### src/rtl/fetch_stage.sv
// Instruction fetch stage: PC register plus IF/ID pipeline register.
// Latency: a word accepted at edge N is on InstD after edge N (one cycle).
// Backpressure: Stall or IMemValid=0 holds the PC; Flush, memory wait and redirect insert bubbles.
module fetch_stage #(
  parameter logic [31:0] RESET_PC = 32'h0000_0000,
  parameter logic [31:0] NOP_INST = 32'h0000_0013
) (
  input  logic        clk,
  input  logic        rst_n,
  input  logic        Stall,
  input  logic        Flush,
  input  logic        PCSrc,
  input  logic [31:0] PCTarget,
  output logic [31:0] IMemAddr,
  input  logic [31:0] IMemData,
  input  logic        IMemValid,
  output logic [31:0] InstD,
  output logic [31:0] PCD,
  output logic [31:0] PCPlus4D,
  output logic        ValidD
);

  // PC is kept as a word address; the two byte-offset bits are always zero.
  logic [29:0] pc_q, pc_d;
  logic [31:0] pc_full;
  logic [31:0] pc_plus4;

  logic [31:0] inst_q, inst_d;
  logic [31:0] pcd_q, pcd_d;
  logic [31:0] pc4_q, pc4_d;
  logic        vld_q, vld_d;

  // Redirect targets are forced word-aligned, so their low bits are ignored.
  logic unused_tgt_lsb;
  assign unused_tgt_lsb = ^PCTarget[1:0];

  assign pc_full  = {pc_q, 2'b00};
  // Word-address increment wraps modulo 2^32 with no carry out.
  assign pc_plus4 = {pc_q + 30'd1, 2'b00};
  assign IMemAddr = pc_full;

  // Next PC: redirect beats stall, stall and memory wait both hold.
  always_comb begin
    pc_d = pc_q;
    if (PCSrc) begin
      pc_d = PCTarget[31:2];
    end else if (Stall || !IMemValid) begin
      pc_d = pc_q;
    end else begin
      pc_d = pc_q + 30'd1;
    end
  end

  // Next IF/ID contents: flush beats stall; a wait or redirect discards the word.
  always_comb begin
    inst_d = inst_q;
    pcd_d  = pcd_q;
    pc4_d  = pc4_q;
    vld_d  = vld_q;
    if (Flush) begin
      inst_d = NOP_INST;
      pcd_d  = 32'h0;
      pc4_d  = 32'h0;
      vld_d  = 1'b0;
    end else if (Stall) begin
      inst_d = inst_q;
      pcd_d  = pcd_q;
      pc4_d  = pc4_q;
      vld_d  = vld_q;
    end else if (!IMemValid || PCSrc) begin
      inst_d = NOP_INST;
      pcd_d  = 32'h0;
      pc4_d  = 32'h0;
      vld_d  = 1'b0;
    end else begin
      inst_d = IMemData;
      pcd_d  = pc_full;
      pc4_d  = pc_plus4;
      vld_d  = 1'b1;
    end
  end

  // State update; reset overrides every other input.
  always_ff @(posedge clk) begin
    if (!rst_n) begin
      pc_q   <= RESET_PC[31:2];
      inst_q <= NOP_INST;
      pcd_q  <= 32'h0;
      pc4_q  <= 32'h0;
      vld_q  <= 1'b0;
    end else begin
      pc_q   <= pc_d;
      inst_q <= inst_d;
      pcd_q  <= pcd_d;
      pc4_q  <= pc4_d;
      vld_q  <= vld_d;
    end
  end

  assign InstD    = inst_q;
  assign PCD      = pcd_q;
  assign PCPlus4D = pc4_q;
  assign ValidD   = vld_q;

endmodule

### config.mk
export PLATFORM = sky130hd
export DESIGN_NAME = fetch_stage
export DESIGN_NICKNAME = d
export VERILOG_FILES = /design/src/rtl/fetch_stage.sv
export SDC_FILE = /design/constraint.sdc
export NUM_CORES = 1
export LEC_CHECK = 0
export BUFFER_PORTS_ARGS = -buffer_cell sky130_fd_sc_hd__buf_2
export CORE_MARGIN = 2
export CORE_UTILIZATION = 40
export CTS_CLUSTER_SIZE = 16
export DETAILED_ROUTE_END_ITERATION = 6
export GPL_TIMING_DRIVEN = 0
export PLACE_DENSITY = 0.67
export REMOVE_ABC_BUFFERS = 1
export SLEW_MARGIN = 20
export SYNTH_ARGS = -nofsm -noshare
export SYNTH_HDL_FRONTEND = slang
export SYNTH_SLANG_ARGS = --single-unit
### constraint.sdc
create_clock -name clk -period 2.5 [get_ports clk]
set_input_delay 0.625 -clock clk [delete_from_list [all_inputs] [get_ports clk]]
set_output_delay 0.625 -clock clk [all_outputs]
set_load 0.01 [all_outputs]
# ---- Word-level counts from Yosys, hierarchy flattened
# Cells that the tools add are included.
dict set report op_classes {
  magnitude_cmp 0
  n_eq_ne 1
  addsub 1
  n_mux 6
  div_mod_pow 0
  bitwise 1
  multipliers 0
  n_reduce_logical 4
  n_shift 0
}
# cell count
set ops {}
lappend ops {{$mux W32} 3}
lappend ops {{$mux W30} 2}
lappend ops {{$add A30 B1 Y30 const B} 1}
lappend ops {{$logic_or A1 B1 Y1} 2}
lappend ops {{$ne A2 B2 Y1 const B} 1}
lappend ops {{$reduce_or A2 Y1} 1}
lappend ops {{$logic_not A1 Y1} 1}
lappend ops {{$mux W1} 1}
lappend ops {{$not A1 Y1} 1}
dict set report word_totals {
  mem_count 0
  wordCells 18
  in_bits 70
  latch_bits 0
  mem_bits_rw 0
  out_inout_bits 129
  mem_bits_ro 0
  register_bits 127
}

# ---- Longest topological paths before layout
dict set report logic_depth {
  ltp_word 4
  mapped_depth 8
  mapped_depth_nobuf 6
}

# ---- Least setup slack after synthesis
# Ideal clock, no wire load.
dict set report synth_path {
  path_type {reg-to-reg}
  from {register pc_q[1]}
  to {register pc_q[26]}
  path_buffers 1
  arrival_time_ps 2095
  setup_ps 86
  synth_period_minus_slack_ps 2181
  required_ps 2414
  slack_ps 319
  path_stages_with_launch 8
  cell_sequence {dfxtp_1 -> ha_1 -> nand4_1 -> or4_1 -> buf_2 -> nor4_1 -> nor3_1 -> a211oi_1}
}
dict set report synth_between {
  elab_chain_cells 3
}
# item line_no
set synth_rtl {}
lappend synth_rtl {{start: declaration} 24} ;# logic [29:0] pc_q, pc_d;
lappend synth_rtl {{start signal: assignment} 86} ;# pc_q <= RESET_PC[31:2];
lappend synth_rtl {{start signal: assignment} 92} ;# pc_q <= pc_d;
lappend synth_rtl {{$add A30 B1 Y30} 50} ;# pc_d = pc_q + 30'd1;
lappend synth_rtl {{$mux W30} 47} ;# end else if (Stall || !IMemValid) begin
lappend synth_rtl {{$mux W30} 45} ;# if (PCSrc) begin
# Every way passes these cells. The select of a mux whose other input is x is not followed.
# A chain may end at the register's enable or synchronous reset.

# ---- Worst setup path in the final report
dict set report layout_path {
  from {input port Stall}
  to {register pc_q[22]}
}
dict set report layout_between {
  elab_chain_cells 2
}
# item line_no
set layout_rtl {}
lappend layout_rtl {{start: declaration} 10} ;# input logic Stall,
lappend layout_rtl {{$logic_or A1 B1 Y1} 47}
lappend layout_rtl {{$ne A2 B2 Y1 (no source line)} --}
# Every way passes these cells.

==> flow_results.org <==
** Clocking
- For the worst-skew pair, the clock arrives at the later sink with an insertion delay of 0.41 ns.
- The number of hold buffers added after CTS was 0.
- Clock-pin slew was measured on the worst setup and hold paths at 0.06 ns.
- The longest clock path from root to sink contains 2 buffers.
- Number of clock sinks seen by CTS :: 123
- Clock tree from TritonCTS :: built
- Clock buffers created by TritonCTS :: 17
- The H-tree was split into 4 levels.
- The tree is rooted in a sky130_fd_sc_hd__clkbuf_16.

** Route
- Count of TritonRoute iterations in the first routing pass :: 4
- Total number of vias :: 5036
- In the routed layout, each cell is associated on average with a via count of 5.22.
- The first routing iteration left 307 violations.
- In the final routed layout, each cell accounts on average for 16.1 um.
- The detail route stage leaves a number of antenna-violating nets equal to 0.
- The final layout contains routed wiring with a total length of 15500 um.
- After detailed routing, the number of remaining DRC violations is 0.

** Placement
- Timing analysis after detailed placement gives a worst setup slack of -0.946 ns.
- The wire-length estimate of the detail-placed layout is 10600 um.
- Once placement finished, the instance area stood at 6250 um^2.
- Input/output buffers :: 190
- Routability-driven placement congestion ratio :: 0.762

** Die
- The floorplan step defined a die boundary enclosing 14100 um^2.
- Top-level port count :: 199
- Width of the chip :: 119 um
- From bottom edge to top edge, the die measures 119 um.
- Rows :: 41
- Floorplan Core Area :: 12700 um^2
- Effective utilization at floorplan :: 41.3%

** Global route
- Global routing used 35.3% of the available met2 tracks.
- First-pass GRT wire length :: 24200 um
- The layer flagged by global routing as most heavily used is met2.
- The number of antenna violations at the first check in global routing came to 0.
- Overflow after GRT :: 0
- GR Util All Layers :: 21.6%
- For this run, global-route usage on met1 was measured as 27.6%.
- Entering global routing, the biggest net connects 73 pins.
- Global routing usage on met3 :: 5.84%
- Vias in the first global route :: 4726

** Final layout
- In the layout the commonest cells are sky130_fd_sc_hd__buf_2 (189), sky130_fd_sc_hd__dfxtp_1 (121), sky130_fd_sc_hd__nor2_1 (81), sky130_fd_sc_hd__a22oi_1 (67), sky130_fd_sc_hd__nand2_1 (55).
- Leading cell type in the layout, fill and taps excluded :: sky130_fd_sc_hd__buf_2
- The repair_antennas step left the layout with diodes totalling 0.
- The net count of the finished layout is 850.
- Measured on the finished design, the core utilization comes to 54.5%.
- Layout area overhead :: 31.9%
- After routing the design area is 6940 um^2.
- In the final layout, flip-flops and latches occupy 2460 um^2.
- The filler cells instantiated in the layout total 1214.
- Multi-input gate area in the final layout :: 2540 um^2
- Of the cells placed in the final design, the portion with a size suffix greater than 1 is 32.4%.

** Outcome
- The flow ran to the end, and the final reports show no timing, DRC or antenna violations.

** Synthesis
- In this run, synthesis inferred 0 flip-flops with an integrated enable.
- Proportion of synthesized area in mux cells :: 0.190%
- The synthesized netlist devotes 17.7% of its cell area to compound gates.
- After synthesis, the largest family of logic cells by area is simple AND/OR/NAND/NOR gates.
- FFs w/ async S/R, synth :: 0%
- The synthesized netlist devotes 0.238% of its cell area to adder and majority cells.
- After synthesis, the netlist uses 46 different library cells.
- XOR/XNOR Fraction of Synth Area :: 8.83%
- Ys flop type :: sky130_fd_sc_hd__dfxtp_1
- Of the synthesized area, sequential elements account for 46.8%.
- The cell count after synthesis came out at 612.
- Average cell area after synthesis :: 8.59 um^2
- Warnings from Yosys :: 0
- FF+latch count, synth :: 123
- Summing every instance area after synthesis gives 5260 um^2.
- Simple-gate share of the synthesized area :: 20.2%

** Hold path
- Class of the tightest hold or removal check :: input port to register

** STA
- Pin slew with the least headroom to its limit :: 0.776 ns
- The worst path meets setup with 0.159 ns of slack.
- Setup violations remaining at the end of the flow were counted as 0.
- Maximum clock rate :: 0.427 GHz
- In this run the tightest slew margin relative to its limit is 48.2%.
- The total count of max-transition violations in the final report is 0.
- Dividing the final minimum period by the clock period gives 93.6%.
- For the final database, setup skew stands at 0.00909 ns.
- Setup repair after global routing missed its margin :: no
- The count of endpoints failing hold in the final timing report is 0.
- Final sum of negative setup slack :: 0 ns
- The worst path needs 2.34 ns of the cycle, external delays included.

** Setup path
- Traced cell by cell, the critical path runs through buf_4, nor2b_2, nand3_2, nor4_1, xnor2_1, a21oi_1.
- The largest individual stage delay along the critical path comes from the cell sky130_fd_sc_hd__nor2b_2.
- The worst setup path is captured at a register.
- Arrival time worst endpoint :: 2.59 ns
- Worst path required time :: 2.75 ns
- Slowest stage delay, CP :: 0.52 ns
- The critical path is of the input port to register type.
- The cell family contributing the most delay on the critical path is simple AND/OR/NAND/NOR gates.
- Worst setup SP type :: input port
- The number of buffers and inverters on the critical path is 1.
- Of all nets on the critical path, the largest fanout is 72.

** Pwr
- Leak :: 2.87 nW
- Power density of the placed cells :: 711 nW/um^2
- Power after layout :: 4.93 mW
- IR analysis of the VDD net gives a maximum drop of 0.372 mV.

** Run
- The tool flagged a number of max-cap violations equal to 0.
stage by stage:
| stage | std cells | hold WS [ns] |
|---|---|---|
| 2_1_floorplan | 558 | 0.470 |
| 3_3_place_gp | 920 | 0.435 |
| 3_5_place_dp | 924 | 0.442 |
| 4_1_cts | 962 | 0.418 |
| 5_1_grt | 964 | 0.432 |
| 6_report | 964 | 0.436 |
synth_stat cells, types with 8 or more instances:
cell                       count  area, um^2
sky130_fd_sc_hd__a22oi_1      67         503
sky130_fd_sc_hd__o21ai_0      50         250
sky130_fd_sc_hd__xnor2_1      38         333
sky130_fd_sc_hd__xor2_1       15         131
sky130_fd_sc_hd__dfxtp_1     123        2460
sky130_fd_sc_hd__nand2_1      56         210
sky130_fd_sc_hd__nand4_1       8        50.1
sky130_fd_sc_hd__clkbuf_1     32         120
sky130_fd_sc_hd__nor3_1       22         110
sky130_fd_sc_hd__a21oi_1      21         105
sky130_fd_sc_hd__nand3_1      13        65.1
sky130_fd_sc_hd__nor2_1       83         312
sequential cells by signal, summed over array words and instances, names as in the netlist:
signal	flops
InstD	32
PCD	30
PCPlus4D	30
ValidD	1
pc_q	30
worst reg2reg max path: stages, from the launching register on:
cell,delay (ns)
sky130_fd_sc_hd__dfxtp_1,0.52
sky130_fd_sc_hd__and3_1,0.43
sky130_fd_sc_hd__nand4_4,0.22
sky130_fd_sc_hd__or3_4,0.43
sky130_fd_sc_hd__or4_1,0.47
sky130_fd_sc_hd__a31oi_1,0.16
layer usage:
layer  share of wire [%]  up-vias
li1                    -     2457
met1                  44     2396
met2                  48      173
met3                 6.3       10
met4                0.93        0
met5                   0        -
path summary, 6_finish.rpt:
check | cells past startpoint | endpoint | slack, ns | from
max | 6 | pc_q[22] | 0.16 | Stall
min | 3 | InstD[0] | 0.44 | IMemData[0]
max reg2reg | 5 | pc_q[29] | 0.18 | pc_q[10]
min reg2reg | 2 | PCPlus4D[26] | 0.45 | PCPlus4D[26]
area by class of cell:
class                           count  area share, %
Clock buffer                       22           7.12
Clock inverter                     10           1.64
Inverter                            4          0.216
Multi-Input combinational cell    432           36.6
Sequential cell                   123           35.5
Tap cell                          172           3.10
Timing Repair Buffer              201           15.7
kinds of logic after synthesis:
family / after synthesis
compound gates: 148
xor+xnor: 53
other cells: 1
flops: 123
fa+ha+maj: 1
mux: 1
simple gates: 222
buf+inv: 63
power breakdown:
group / total [mW] / internal [mW] / switching (mW)
sequential: 2.09 / 2.01 / 0.0827
clock: 2.47 / 1.60 / 0.879
combinational: 0.366 / 0.158 / 0.208
total: 4.93 / 3.76 / 1.17
repair_timing:
item                       CTS  global route
setup endpoints to repair   66            11
cloned                       1             0
setup buffers                5             2
pin swaps                    2             1
resized for setup            4             3
No activity file was read; power rests on OpenSTA's default activity.
